===== config.mk =====
export PLATFORM = sky130hd
export DESIGN_NAME = comp_serial
export DESIGN_NICKNAME = d
export VERILOG_FILES = /design/src/rtl/comp_pkg.sv /design/src/rtl/comp_serial_digit.sv /design/src/rtl/comp_serial.sv
export SDC_FILE = /design/constraint.sdc
export NUM_CORES = 1
export LEC_CHECK = 0
export ABC_AREA = 1
export BUFFER_PORTS_ARGS = -buffer_cell sky130_fd_sc_hd__buf_2
export CAP_MARGIN = 20
export CORE_MARGIN = 5
export CORE_UTILIZATION = 54
export CTS_BUF_LIST = sky130_fd_sc_hd__clkbuf_16
export CTS_CLUSTER_DIAMETER = 30
export DETAILED_ROUTE_END_ITERATION = 10
export GPL_TIMING_DRIVEN = 0
export MAX_ROUTING_LAYER = met4
export PLACE_DENSITY = 0.77
export SLEW_MARGIN = 20
export SYNTH_ARGS = -nofsm -noshare
export SYNTH_HDL_FRONTEND = slang
export SYNTH_SLANG_ARGS = --single-unit

===== constraint.sdc =====
create_clock -name clk -period 2.45 [get_ports clk]
set_clock_uncertainty 0.15 [all_clocks]
set_input_delay 0.3675 -clock clk [delete_from_list [all_inputs] [get_ports clk]]
set_output_delay 0.3675 -clock clk [all_outputs]
set_load 0.03 [all_outputs]

===== src/rtl/comp_pkg.sv =====
// Shared types and sizing helpers for the serial magnitude comparator.
package comp_pkg;

    typedef enum logic [1:0] {
        IDLE,
        RUN,
        DONE
    } state_t;

    function automatic int ndig_of(input int width, input int digit);
        return width / digit;
    endfunction

    function automatic int idx_width(input int ndig);
        return (ndig > 1) ? $clog2(ndig) : 1;
    endfunction

endpackage


===== src/rtl/comp_serial_digit.sv =====
// One-digit unsigned comparator; invert_msb gives the two's-complement view
// of the top digit by flipping its sign bit on both operands.
module comp_digit
    import comp_pkg::*;
#(
    parameter int DIGIT = 4
) (
    input  logic [DIGIT-1:0] i_a,
    input  logic [DIGIT-1:0] i_b,
    input  logic             i_invert_msb,
    output logic             o_eq,
    output logic             o_gt,
    output logic             o_lt
);

    logic [DIGIT-1:0] w_mask;
    logic [DIGIT-1:0] w_a;
    logic [DIGIT-1:0] w_b;

    always_comb begin
        w_mask            = '0;
        w_mask[DIGIT-1]   = i_invert_msb;
    end

    assign w_a  = i_a ^ w_mask;
    assign w_b  = i_b ^ w_mask;
    assign o_eq = (w_a == w_b);
    assign o_gt = (w_a > w_b);
    assign o_lt = (w_a < w_b);

endmodule


===== src/rtl/comp_serial.sv =====
// Multi-cycle MSB-first magnitude comparator with early termination
// on the first differing digit; start/busy/done handshake.
module comp_serial
    import comp_pkg::*;
#(
    parameter int WIDTH = 16,
    parameter int DIGIT = 4
) (
    input  logic             clk,
    input  logic             rst_n,
    input  logic             start,
    input  logic             signed_mode,
    input  logic [WIDTH-1:0] A,
    input  logic [WIDTH-1:0] B,
    output logic             busy,
    output logic             done,
    output logic             AeqB,
    output logic             AgtB,
    output logic             AltB
);

    localparam int NDIG = ndig_of(WIDTH, DIGIT);
    localparam int IW   = idx_width(NDIG);

    state_t           r_state;
    logic [IW-1:0]    r_idx;
    logic [WIDTH-1:0] r_a;
    logic [WIDTH-1:0] r_b;
    logic             r_sgn;
    logic             r_done;
    logic             r_eq;
    logic             r_gt;
    logic             r_lt;

    logic [DIGIT-1:0] w_da;
    logic [DIGIT-1:0] w_db;
    logic             w_inv;
    logic             w_eq;
    logic             w_gt;
    logic             w_lt;

    always_comb begin
        w_da = '0;
        w_db = '0;
        for (int i = 0; i < NDIG; i++) begin
            if (r_idx == IW'(i)) begin
                w_da = r_a[i*DIGIT +: DIGIT];
                w_db = r_b[i*DIGIT +: DIGIT];
            end
        end
    end

    // Only the top digit carries the sign bit.
    assign w_inv = r_sgn && (r_idx == IW'(NDIG-1));

    comp_digit #(
        .DIGIT (DIGIT)
    ) u_digit (
        .i_a          (w_da),
        .i_b          (w_db),
        .i_invert_msb (w_inv),
        .o_eq         (w_eq),
        .o_gt         (w_gt),
        .o_lt         (w_lt)
    );

    always_ff @(posedge clk or negedge rst_n) begin
        if (!rst_n) begin
            r_state <= IDLE;
            r_idx   <= '0;
            r_a     <= '0;
            r_b     <= '0;
            r_sgn   <= 1'b0;
            r_done  <= 1'b0;
            r_eq    <= 1'b0;
            r_gt    <= 1'b0;
            r_lt    <= 1'b0;
        end else begin
            unique case (r_state)
                IDLE: begin
                    r_done <= 1'b0;
                    if (start) begin
                        r_a     <= A;
                        r_b     <= B;
                        r_sgn   <= signed_mode;
                        r_idx   <= IW'(NDIG-1);
                        r_state <= RUN;
                    end
                end
                RUN: begin
                    if (!w_eq) begin
                        r_eq    <= 1'b0;
                        r_gt    <= w_gt;
                        r_lt    <= w_lt;
                        r_done  <= 1'b1;
                        r_state <= DONE;
                    end else if (r_idx == '0) begin
                        r_eq    <= 1'b1;
                        r_gt    <= 1'b0;
                        r_lt    <= 1'b0;
                        r_done  <= 1'b1;
                        r_state <= DONE;
                    end else begin
                        r_idx <= r_idx - IW'(1);
                    end
                end
                DONE: begin
                    r_done  <= 1'b0;
                    r_state <= IDLE;
                end
                default: begin
                    r_done  <= 1'b0;
                    r_state <= IDLE;
                end
            endcase
        end
    end

    assign busy = (r_state != IDLE);
    assign done = r_done;
    assign AeqB = r_eq;
    assign AgtB = r_gt;
    assign AltB = r_lt;

endmodule


# [Yosys cells after proc, flatten, opt, wreduce, memory -nomap -nowiden]
# Index checks and enable logic that the tools add are counted.
[word_totals] register_bits=41
[classes] addsub=1 magnitude_cmp=2 eq_ne=10 muxes=23 n_bitwise=2 reduce_logical=9
[ops] operator="2-to-1 mux 4 bit" n=8
[ops] operator="2-to-1 mux 2 bit" n=6
[ops] operator="case mux 2 bit (2 select lines)" n=2
[ops] operator="XOR 4 bit" n=2
[ops] operator="2-to-1 mux 1 bit" n=7
[ops] operator="!= test 2 bit, second input constant" n=3
[ops] operator="AND reduction 2 bit" n=3
[ops] operator="== test 2 x 1 -> 1 bit, second input constant" n=2
[ops] operator="== test 2 bit, second input constant" n=2
[ops] operator="== test 4 bit" n=1
[ops] operator="greater-than comparator 4 bit" n=1
[ops] operator="zero test 2 bit" n=2
[ops] operator="less-than comparator 4 bit" n=1
[ops] operator="AND reduction 4 bit" n=1
[ops] operator="nonzero test 2 bit" n=2
[ops] operator="!= test 3 bit, second input constant" n=1
[ops] operator="!= test 2 x 1 -> 1 bit, second input constant" n=1
[ops] operator="subtractor 2 x 1 -> 2 bit, second input constant" n=1
[ops] operator="logical AND 1 bit" n=1

# [Depth between registers and ports, before layout]
# Gate-level depths: netlist (run 1).
[logic_depth] ltp_word=9 ltp_mapped=16 mapped_depth_nobuf=16

# [By module]
# From an unflattened synthesis (run 1), not the netlist that was laid out.
[hier_totals] hier_cells=271 hier_area_um2=2127.0
[by_module_without_submodules] mod="comp_serial" n_inst=1 cells_per_inst=250 area_each_um2=1998.2 seq_area_each_um2=1026.0
[by_module_without_submodules] mod="comp_digit" n_inst=1 cells_per_inst=21 area_each_um2=128.9 seq_area_each_um2=0.0

# [Worst setup path before layout (run 1)]
# OpenSTA, ideal clock, no wires.
[synth_timing] path_type="reg2reg" from="reg r_idx[0]" to="reg r_gt (netlist: AgtB)" t_arrival_ns=1.981 t_required_ns=2.235 path_slack_ns=0.254 path_stages_with_launch=15 n_path_buf=1 cell_sequence="dfrtp_1 -> inv_1 -> ha_1 -> buf_4 -> inv_1 -> or2_2 -> nand3_1 -> nand2_1 -> ha_1 -> nand2_1 -> nor2_1 -> nand2_1 -> nand2_1 -> nand2_1 -> nand2_1"
[synth_between] elab_chain_len=9 elab_cells_between_ends=20 classes_between="order compare (1); eq/ne (5); mux (9); bitwise (2); reduce/logical (3)"
[synth_lines] item="from (decl)" line="comp_serial.sv:26" text="logic [IW-1:0] r_idx;"
[synth_lines] item="from (signal assigned)" line="comp_serial.sv:86" text="r_idx <= IW'(NDIG-1);"
[synth_lines] item="from (signal assigned)" line="comp_serial.sv:104" text="r_idx <= r_idx - IW'(1);"
[synth_lines] item="zero test 2 bit" line="comp_serial.sv:46, comp_serial.sv:97"
[synth_lines] item="2-to-1 mux 4 bit (4 in a row)" line="comp_serial.sv:46" text="if (r_idx == IW'(i)) begin"
[synth_lines] item="XOR 4 bit (on tied branches)" line="comp_serial_digit.sv:25, comp_serial_digit.sv:26"
[synth_lines] item="== test 4 bit" line="comp_serial_digit.sv:27" text="assign o_eq = (w_a == w_b);"
[synth_lines] item="!= test 2 x 1 -> 1 bit (no line)"
[synth_lines] item="AND reduction 2 bit (no line)"
[synth_lines] item="to (signal assigned)" line="comp_serial.sv:93" text="r_gt <= w_gt;"
[synth_lines] item="to (decl)" line="comp_serial.sv:32" text="logic r_gt;"
# Several ways; a longest one is shown, not always the timed one.
# A chain may end at the register's enable or synchronous reset.

# [Worst setup path in the final report (run 1)]
# Same ends and word-level chain as after synthesis.

==> summary.txt, run 1 <==
Status
  • Status: finished, final reports clean

Critical path
  • CP Launch Type: flip-flop
  • CP Data Required Time: roughly 2.5 ns
  • Critical-path maximum fanout: 5
  • CP Data Arrival Time: 2.39 ns
  • Worst R2R Start: r_idx[0]$_DFFE_PN0P_
  • CP Class: reg2reg
  • Reg-to-reg slack, setup: roughly 0.12 ns
  • Worst reg2reg path endpoint: AgtB$_DFFE_PN0P_
  • R2R cell count: 14
  • CP endpoint kind: flip-flop

GRT
  • Global route total overflow: 0
  • Wire length of the first global-routing pass: between 8000 and 9000 um
  • Total GRT Usage: 21.6%
  • Initial antenna violation count: 0
  • Number of global-route vias before repair: around 1900
  • Largest net degree at the start of global routing: 42

Layout
  • Most common cell after layout, fill and taps aside: nand2_1
  • Non-Filler Instances: ~380
  • Area grow syn2layout: 25.2%
  • Final net count: 371
  • Most frequent cells in the layout: 115 x nand2_1, 44 x buf_2, 40 x dfrtp_1
  • Antenna Diode Count: 0
  • Share of cells above drive strength 1: ~25%

STA
  • Hold slack: 0.0664 ns
  • Max transition margin: 40.4%
  • Worst-margin pin slew: 0.893 ns
  • Tmin final: roughly 2.3 ns
  • Final hold violations: 0
  • Period utilization: around 95%
  • Max-slew violations: 0
  • Final Setup Violations: 0
  • Worst setup margin: around 0.12 ns
  • Fmax: roughly 430 MHz

Place
  • DP Cell Count: ~360
  • IO Port Bufs: 40
  • Final GP Congestion: around 0.84
  • Post-DP HPWL: ~3600 um
  • Dpl ws: -0.207 ns

Power and ir drop
  • LEAKAGE: between 0.001 and 0.0015 uW
  • P_int: between 2000 and 2500 uW
  • Sw Pwr: between 1500 and 2000 uW
  • Combinational group share of total power: a little over half
  • Tot Pwr: ~3900 uW
  • Clock share of power: 15.3%
  • Power Density: approximately 1500 nW/um2
  • Sw Share: between 40 and 50%
  • Worst vdd ir: between 0.0008 and 0.0009 V
  • Sequential Power Share: 30.7%

Floorplanning
  • Area of the die: roughly 5200 um2
  • Core area: around 3700 um2
  • I/O Pins: between 40 and 50
  • Die width: about 72 um
  • Site Rows: 22
  • Die H: between 70 and 80 um
  • Starting density of the core: 56.4%

Logic synthesis
  • Post-synth top area cell: dfrtp_1
  • Avg Inst Size Synth: 7.59 um2
  • Share of the synthesized area in the top cell type: 49.0%
  • Syn Nets: between 300 and 400
  • Post-synthesis sequential area ratio: approximately half
  • Synth cell types: 16
  • YS warnings: 0
  • Synth Instances: 276
  • Synthesized flop and latch total: between 40 and 50
  • Netlist Area Pre-Place: approximately 2100 um2
  • Synth top area cells: dfrtp_1 49%, nand2_1 22%, nand3_1 9.6%

Clock network
  • TritonCTS clock tree: built
  • CTS Buffer Depth: 2
  • Clk pin slew, worst setup/hold paths: approximately 0.06 ns
  • Worst-Skew Late Latency: approximately 0.28 ns
  • H-tree levels: 2
  • Total CTS buffers: 5
  • CTS root buffer: clkbuf_16
  • Clk sinks: around 40

Routing
  • Per-cell routed wire length: approximately 13 um
  • Starting DRT DRC Count: 180
  • WL met3: about 340 um
  • WL met1: 2110 um
  • Drt drc: 0
  • Drt pass-1 iters: 4
  • Top Layer Used: met4
  • Final wirelength: 4990 um
  • Vias per cell: approximately 5.2
  • DR vias: just under 2000
  • Met2 WL: ~2500 um
  • Post-route ant nets: 0

Flow run
  • # Max-Cap Violations: 0

Worst hold path
  • Hold Path Class: in2async
Yosys cell counts (all sizes together):
master,instances
or2,2
o21ai,2
nand2,121
ha,8
buf,9
a21oi,15
nand3,40
clkbuf,4
nor2,15
dfrtp,41
a21boi,2
o211ai,1
inv,16
area by class of cell:
class                   instances  area, um2
repair buffers                 44        234
clock inverters                 2       7.51
inverters                      16       63.8
clock buffers                   5        125
fillers                       328       1090
multi-input cells             206       1030
flip-flops and latches         41       1030
well taps                      48       60.1
plain buffers                  13       80.1
critical path, cell delays in order (launching register included):
cell and delay [ns]:
dfrtp_1 0.42, inv_2 0.12, ha_4 0.14, buf_6 0.12
clkinvlp_4 0.09, or2_2 0.28, nand3_2 0.09, nand2_2 0.08
ha_4 0.27, nand2_2 0.07, nor2_4 0.15, nand2_2 0.08
nand2_4 0.08, nand2_1 0.05, nand2_1 0.07
per-stage QoR:
stage                     cell area (um2)  setup TNS [ns]  utilization, %
after floorplan                      2100               0               -
after global placement               2360          -0.838            63.4
after detailed placement             2360           -1.21            63.4
after CTS                            2520               0            67.8
after global routing                 2620         -0.0152            70.6
final                                2620               0            70.6
registers in the layout (all words and copies together), names as in the netlist:
name and cells:
done 1, r_idx 2, r_a 16, AltB 1
AeqB 1, r_state 2, r_b 16, AgtB 1
r_sgn 1
routing by layer:
metal	vias to the layer above	global-route usage [%]
met5	-	-
met4	0	5.01
met3	6	4.71
met2	58	35.3
met1	896	27.5
li1	976	-
logic make-up (layout without fill, tap and decap cells):
family / Yosys count / count (layout) / synth area share (%)
buf+inv: 29 / 80 / 6.27
flops: 41 / 41 / 49.0
simple gates: 178 / 178 / 34.9
fa+ha+maj: 8 / 8 / 4.78
compound gates: 20 / 20 / 5.13
worst max-delay path by stage:
stage | endpoint | depth (start not counted) | start | slack, ns
2_1_floorplan | AgtB$_DFFE_PN0P_ | 14 | r_idx[0]$_DFFE_PN0P_ | 0.25
3_3_place_gp | AgtB$_DFFE_PN0P_ | 14 | r_idx[0]$_DFFE_PN0P_ | -0.14
3_5_place_dp | AgtB$_DFFE_PN0P_ | 14 | r_idx[0]$_DFFE_PN0P_ | -0.21
4_1_cts | AgtB$_DFFE_PN0P_ | 14 | r_idx[0]$_DFFE_PN0P_ | 0.02
5_1_grt | AgtB$_DFFE_PN0P_ | 14 | r_idx[0]$_DFFE_PN0P_ | -0.02
6_report | AgtB$_DFFE_PN0P_ | 14 | r_idx[0]$_DFFE_PN0P_ | 0.12
what timing repair did:
item,in CTS,in global routing
buffers inserted,2,2
resized for setup,6,27
hold buffers,0,0
pin swaps,0,5
setup endpoints to repair,8,8
power groups by stage:
stage                     logic [uW]  registers [uW]  clock network [uW]
after global placement          1680            1190                   0
after detailed placement        1740            1210                   0
after CTS                       1840            1190                 607
final                           2120            1200                 602
after floorplan                 1260            1210                   0
after global routing            2420            1240                 634
(Power assumes the default switching activity.)
==> inputs of run 2 (changes only) <==
Settings changed: CORE_UTILIZATION 54 to 50, PLACE_DENSITY 0.77 to 0.72.
==> run 2 against run 1 <==
Non-clock buffer count grew 4. Combinational power is essentially flat. Via count shrank 0.10%. Register-to-register slack is essentially flat. Fmax is essentially flat. Final area grew 0.24%. Sequential share of layout area shrank 0.14 points. Largest cell class unchanged.
==> summary.txt, run 2 (synthesized netlist as in run 1, its figures left out) <==
Routing
  • Drt drc: 0 (unchanged)
  • Met2 WL: 2420 um (was 2470 um)
  • Top Layer Used: met4 (unchanged)
  • Per-cell routed wire length: 13.1 um (was 13.3 um)
  • Post-route ant nets: 0 (unchanged)
  • WL met1: 2250 um (was 2110 um)
  • WL met3: 282 um (was 344 um)
  • Drt pass-1 iters: 4 (unchanged)
  • Vias per cell: 5.08 (was 5.16)
  • Final wirelength: 5010 um (was 4990 um)
  • DR vias: 1934 (was 1936)
  • Starting DRT DRC Count: 139 (was 180)

Layout
  • Most frequent cells in the layout: 116 x nand2_1, 44 x buf_2, 41 x dfrtp_1 (was 115 x nand2_1, 44 x buf_2, 40 x dfrtp_1)
  • Layout Utilization: 65.3% (was 70.6%)
  • Share of cells above drive strength 1: 24.5% (was 24.8%)
  • Most common cell after layout, fill and taps aside: nand2_1 (unchanged)
  • Final net count: 375 (was 371)
  • Area grow syn2layout: 25.5% (was 25.2%)
  • Antenna Diode Count: 0 (unchanged)
  • Biggest regs: r_a (16), r_b (16) (unchanged)

GRT
  • Initial antenna violation count: 0 (unchanged)
  • Wire length of the first global-routing pass: 8340 um (was 8550 um)
  • Total GRT Usage: 20.2% (was 21.6%)
  • Number of global-route vias before repair: 1850 (was 1866)
  • Largest net degree at the start of global routing: 42 (unchanged)
  • Global route total overflow: 0 (unchanged)

Critical path
  • Critical Path Max Stage Delay: 0.40 ns (was 0.42 ns)
  • Crit-path cells: inv_2 -> ha_1 -> buf_6 -> clkinvlp_4 -> or2_2 -> nand3_1 -> nand2_2 -> ha_4 -> nand2_2 -> nor2_4 -> nand2_1 -> nand2_2 -> nand2_1 -> nand2_1 (was inv_2 -> ha_4 -> buf_6 -> clkinvlp_4 -> or2_2 -> nand3_2 -> nand2_2 -> ha_4 -> nand2_2 -> nor2_4 -> nand2_2 -> nand2_4 -> nand2_1 -> nand2_1)
  • CP Launch Type: flip-flop (unchanged)
  • Slowest cell on crit path: dfrtp_1 (unchanged)
  • Critical-path maximum fanout: 7 (was 5)
  • Worst R2R Start: r_idx[0]$_DFFE_PN0P_ (unchanged)
  • Reg-to-reg slack, setup: 0.12 ns (about the same)
  • CP Data Required Time: 2.52 ns (was 2.51 ns)
  • R2R cell count: 14 (unchanged)
  • CP endpoint kind: flip-flop (unchanged)
  • CP Data Arrival Time: 2.40 ns (was 2.39 ns)
  • CP Class: reg2reg (unchanged)
  • Worst reg2reg path endpoint: AgtB$_DFFE_PN0P_ (unchanged)

Place
  • Post-DP HPWL: 3530 um (was 3610 um)
  • IO Port Bufs: 40 (unchanged)
  • Final GP Congestion: 0.828 (was 0.841)

STA
  • Tmin final: 2.33 ns (about the same)
  • Worst-margin pin slew: 0.906 ns (was 0.893 ns)
  • Max-slew violations: 0 (unchanged)
  • Final hold violations: 0 (unchanged)
  • Max transition margin: 39.6% (was 40.4%)
  • Final Setup Violations: 0 (unchanged)
  • Period utilization: 95.0% (about the same)
  • Fmax: 429 MHz (was 430 MHz)

Power and ir drop
  • Tot Pwr: 3930 uW (about the same)
  • LEAKAGE: 0.00146 uW (was 0.00145 uW)
  • Power Density: 1490 nW/um2 (was 1500 nW/um2)
  • Worst vdd ir: 0.000720 V (was 0.000849 V)

Floorplanning
  • Die width: 74.7 um (was 72.3 um)
  • Core area: 4030 um2 (was 3720 um2)
  • Starting density of the core: 52.0% (was 56.4%)
  • Area of the die: 5590 um2 (was 5230 um2)
  • Die H: 74.7 um (was 72.3 um)
  • Site Rows: 23 (was 22)
  • I/O Pins: 41 (unchanged)

Clock network
  • Clk pin slew, worst setup/hold paths: 0.06 ns (about the same)
  • Hold buffer count at cts: 0 (unchanged)
  • TritonCTS clock tree: built (unchanged)
  • Clk sinks: 41 (unchanged)
  • CTS root buffer: clkbuf_16 (unchanged)
  • Worst-Skew Late Latency: 0.28 ns (about the same)
  • H-tree levels: 2 (unchanged)
  • CTS Buffer Depth: 2 (unchanged)
  • Total CTS buffers: 5 (unchanged)

Status
  • Status: finished, final reports clean (unchanged)

Flow run
  • # Max-Cap Violations: 0 (unchanged)

Worst hold path
  • Hold Path Class: in2async (unchanged)
[run 2: cell types whose count changed in the layout (fill, tap and decap cells not counted), sizes merged]
cell	change
buf	+4
[run 2: layer usage]
layer  up-vias  track usage [%]
met5         -                -
met4         0             5.34
met3         7             4.01
met2        57             33.0
met1       889             25.9
li1        981                -
[run 2: repair_timing]
item / 4_1_cts / 5_1_grt
buffers inserted: 4 / 4
pin swaps: 0 / 3
setup endpoints to repair: 8 / 8
gates resized for setup: 6 / 20
[run 2: report_power, final]
part | switching [uW] | leakage [uW] | internal, uW
Combinational | 1300 | 0.000892 | 826
Clock | 239 | 0.0000685 | 364
Sequential | 195 | 0.000504 | 1000
[run 2: final cells by class]
class | count | area, um2
fillers | 370 | 1400
flip-flops and latches | 41 | 1030
multi-input cells | 206 | 1000
repair buffers | 48 | 260
clock buffers | 5 | 125
plain buffers | 13 | 80.1
inverters | 16 | 63.8
well taps | 50 | 62.6
clock inverters | 2 | 7.51
[run 2: how the worst max path moves through the flow]
stage	slack, ns	startpoint	end
final	0.12	r_idx[0]$_DFFE_PN0P_	AgtB$_DFFE_PN0P_
after global routing	-0.02	r_idx[0]$_DFFE_PN0P_	AgtB$_DFFE_PN0P_
after CTS	0.03	r_idx[1]$_DFFE_PN0P_	AgtB$_DFFE_PN0P_
after detailed placement	-0.16	r_idx[0]$_DFFE_PN0P_	AltB$_DFFE_PN0P_
after global placement	-0.14	r_idx[0]$_DFFE_PN0P_	AgtB$_DFFE_PN0P_
after floorplan	0.25	r_idx[0]$_DFFE_PN0P_	AgtB$_DFFE_PN0P_
[run 2: worst max-delay path, delay by kind of cell (launching register included)]
family	cells	cell delay, ns
buf+inv	3	0.32
fa+ha+maj	2	0.44
flops	1	0.40
simple gates	9	0.96
[run 2: per-stage QoR]
step	std cells	hold slack [ns]	setup WS (ns)	TNS (ns)	cell area [um2]
2_1_floorplan	276	-0.0781	0.254	0	2100
3_3_place_gp	366	0.301	-0.144	-0.878	2360
3_5_place_dp	366	0.308	-0.156	-1.01	2360
4_1_cts	377	0.0957	0.0270	0	2540
5_1_grt	381	0.163	-0.0216	-0.0328	2630
6_report	381	0.0704	0.121	0	2630
==> inputs of run 3 (changes only) <==
--- a/config.mk
+++ b/config.mk
@@ -9,4 +9,5 @@
 export BUFFER_PORTS_ARGS = -buffer_cell sky130_fd_sc_hd__buf_2
 export CAP_MARGIN = 20
+export CORE_ASPECT_RATIO = 0.5
 export CORE_MARGIN = 5
 export CORE_UTILIZATION = 50
--- a/constraint.sdc
+++ b/constraint.sdc
@@ -3,3 +3,3 @@
 set_input_delay 0.3675 -clock clk [delete_from_list [all_inputs] [get_ports clk]]
 set_output_delay 0.3675 -clock clk [all_outputs]
-set_load 0.03 [all_outputs]
+set_load 0.1 [all_outputs]
==> run 3 against run 2 <==
Utilization grew 2.6 points. Combinational power grew 9.4%. Critical path type unchanged. Setup slack gained 0.0085 ns. Count of clock-buffer cells in the layout is the same. Sequential share of layout area shrank 0.82 points.
==> summary.txt, run 3 (synthesized netlist as in run 1, its figures left out) <==
Routing
  • Per-cell routed wire length: 13.4 um (was 13.1 um)
  • Drt pass-1 iters: 4 (unchanged)
  • DR vias: 1913 (was 1934)
  • Final wirelength: 5170 um (was 5010 um)
  • Post-route ant nets: 0 (unchanged)
  • Drt drc: 0 (unchanged)
  • Starting DRT DRC Count: 49 (was 139)
  • Vias per cell: 4.97 (was 5.08)

Critical path
  • CP Data Arrival Time: 2.39 ns (was 2.40 ns)
  • CP Data Required Time: 2.52 ns (about the same)
  • CP Capture Point: AltB$_DFFE_PN0P_ (was AgtB$_DFFE_PN0P_)
  • CP Class: reg2reg (unchanged)
  • CP endpoint kind: flip-flop (unchanged)
  • Critical Path Max Stage Delay: 0.41 ns (was 0.40 ns)
  • Top delay family on crit path: simple AND/OR/NAND/NOR gates (unchanged)
  • R2R cell count: 13 (was 14)
  • WP buf/inv: 3 (unchanged)
  • Stages on worst setup path: 13 (was 14)
  • Worst R2R Start: r_idx[0]$_DFFE_PN0P_ (unchanged)
  • Slowest cell on crit path: dfrtp_2 (was dfrtp_1)
  • Critical-path maximum fanout: 5 (was 7)
  • Critical Path Start: r_idx[0]$_DFFE_PN0P_ (unchanged)
  • CP Launch Type: flip-flop (unchanged)
  • Crit-path cells: inv_2 -> ha_1 -> buf_6 -> buf_4 -> a21oi_1 -> nand2_1 -> a21boi_2 -> ha_1 -> nand2_2 -> nor2_4 -> nor2_1 -> nand3_1 -> nand2_1 (was inv_2 -> ha_1 -> buf_6 -> clkinvlp_4 -> or2_2 -> nand3_1 -> nand2_2 -> ha_4 -> nand2_2 -> nor2_4 -> nand2_1 -> nand2_2 -> nand2_1 -> nand2_1)
  • Worst reg2reg path endpoint: AltB$_DFFE_PN0P_ (was AgtB$_DFFE_PN0P_)
  • Reg-to-reg slack, setup: 0.13 ns (was 0.12 ns)

Layout
  • Antenna Diode Count: 0 (unchanged)
  • Fill cells: 338 (was 370)
  • Final net count: 375 (unchanged)
  • Area of the multi-input gates: 1010 um2 (was 1000 um2)
  • Final instance area: 2690 um2 (was 2630 um2)
  • Non-Filler Instances: 385 (was 381)
  • Most common cell after layout, fill and taps aside: nand2_1 (unchanged)
  • Area grow syn2layout: 28.4% (was 25.5%)
  • Share of cells above drive strength 1: 25.4% (was 24.5%)
  • Sequential Area: 1030 um2 (about the same)
  • Most frequent cells in the layout: 114 x nand2_1, 45 x buf_2, 40 x dfrtp_1 (was 116 x nand2_1, 44 x buf_2, 41 x dfrtp_1)
  • Biggest regs: r_a (16), r_b (16) (unchanged)

Place
  • Final GP Congestion: 0.847 (was 0.828)
  • Post-DP HPWL: 3560 um (was 3530 um)
  • DP Cell Count: 370 (was 366)
  • Post-DP Area: 2360 um2 (about the same)
  • IO Port Bufs: 40 (unchanged)

GRT
  • Wire length of the first global-routing pass: 8510 um (was 8340 um)
  • Number of global-route vias before repair: 1835 (was 1850)
  • Global route total overflow: 0 (unchanged)
  • Total GRT Usage: 19.7% (was 20.2%)
  • Largest net degree at the start of global routing: 42 (unchanged)
  • Initial antenna violation count: 0 (unchanged)

STA
  • Worst-margin pin slew: 0.505 ns (was 0.906 ns)
  • Fmax: 431 MHz (was 429 MHz)
  • Tmin final: 2.32 ns (was 2.33 ns)
  • Final Setup Violations: 0 (unchanged)
  • Max-slew violations: 0 (unchanged)
  • Max transition margin: 66.3% (was 39.6%)
  • Period utilization: 94.7% (was 95.0%)
  • Final hold violations: 0 (unchanged)

Power and ir drop
  • Sequential Power Share: 28.3% (was 30.5%)
  • Power Density: 1590 nW/um2 (was 1490 nW/um2)
  • P_int: 2290 uW (was 2190 uW)
  • Clock share of power: 17.2% (was 15.3%)
  • LEAKAGE: 0.00148 uW (was 0.00146 uW)
  • Sw Pwr: 1980 uW (was 1740 uW)
  • Worst vdd ir: 0.000593 V (was 0.000720 V)
  • Sw Share: 46.5% (was 44.2%)
  • Combinational group share of total power: 54.5% (was 54.2%)

Clock network
  • Clk pin slew, worst setup/hold paths: 0.06 ns (about the same)
  • Worst-Skew Late Latency: 0.28 ns (about the same)
  • Clk sinks: 41 (unchanged)
  • H-tree levels: 2 (unchanged)
  • CTS Buffer Depth: 2 (unchanged)
  • CTS root buffer: clkbuf_16 (unchanged)
  • TritonCTS clock tree: built (unchanged)
  • Total CTS buffers: 5 (unchanged)

Floorplanning
  • Core area: 3960 um2 (was 4030 um2)
  • Site Rows: 16 (was 23)
  • I/O Pins: 41 (unchanged)
  • Die H: 55.8 um (was 74.7 um)
  • Die width: 102 um (was 74.7 um)
  • Starting density of the core: 52.9% (was 52.0%)
  • Area of the die: 5670 um2 (was 5590 um2)

Worst hold path
  • Hold Path Class: in2reg (was in2async)

Flow run
  • # Max-Cap Violations: 0 (unchanged)

Status
  • Status: finished, final reports clean (unchanged)
-- run 3: area by class of cell --
cell class,count,area share (%)
repair buffers,48,10.5
multi-input cells,206,37.6
clock inverters,2,1.30
inverters,16,2.37
clock buffers,5,4.65
plain buffers,13,2.88
well taps,54,2.51
flip-flops and latches,41,38.2
-- run 3: timing repair --
item	4_1_cts	5_1_grt
endpoints found under the hold margin	0	19
hold buffers	0	1
setup buffers	4	2
setup endpoints to repair	8	8
resized for setup	10	15
pin swaps	1	4
-- run 3: worst min-delay path by stage --
| stage | startpoint | slack [ns] | depth (start not counted) | end |
|---|---|---|---|---|
| 2_1_floorplan | rst_n | -0.08 | 0 | AeqB$_DFFE_PN0P_ |
| 3_3_place_gp | AltB$_DFFE_PN0P_ | 0.30 | 2 | AltB$_DFFE_PN0P_ |
| 3_5_place_dp | AltB$_DFFE_PN0P_ | 0.30 | 2 | AltB$_DFFE_PN0P_ |
| 4_1_cts | rst_n | 0.11 | 1 | r_a[10]$_DFFE_PN0P_ |
| 5_1_grt | B[3] | 0.16 | 3 | r_b[3]$_DFFE_PN0P_ |
| 6_report | A[8] | 0.16 | 3 | r_a[8]$_DFFE_PN0P_ |
-- run 3: worst reg2reg max path, delay by kind of cell (launching register included) --
family	cells	cell delay, ns
AOI/OAI and AO/OA	2	0.33
adders and majority gates	2	0.47
buffers and inverters	3	0.33
DFF	1	0.41
and+or+nand+nor	6	0.56
-- run 3: stage by stage --
| stage | hold slack [ns] | total power, uW | TNS (ns) | util, % | setup WS, ns |
|---|---|---|---|---|---|
| after floorplan | -0.0781 | 2660 | 0 | - | 0.227 |
| after global placement | 0.302 | 3070 | -0.632 | 59.6 | -0.115 |
| after detailed placement | 0.304 | 3130 | -0.908 | 59.6 | -0.145 |
| after CTS | 0.114 | 4000 | 0 | 65.1 | 0.0129 |
| after global routing | 0.164 | 4600 | -0.00549 | 67.9 | -0.00549 |
| final | 0.158 | 4270 | 0 | 67.9 | 0.130 |
-- run 3: power by group through the flow --
stage | clock network, uW | registers [uW] | logic, uW
2_1_floorplan | 0 | 1340 | 1320
5_1_grt | 770 | 1250 | 2580
3_3_place_gp | 0 | 1200 | 1870
4_1_cts | 737 | 1210 | 2060
3_5_place_dp | 0 | 1210 | 1920
6_report | 735 | 1210 | 2330
-- run 3: routing by layer --
layer,track usage (%),wire length [um]
met5,-,0
met4,4.36,38
met3,5.13,283
met2,29.4,2300
met1,26.9,2540
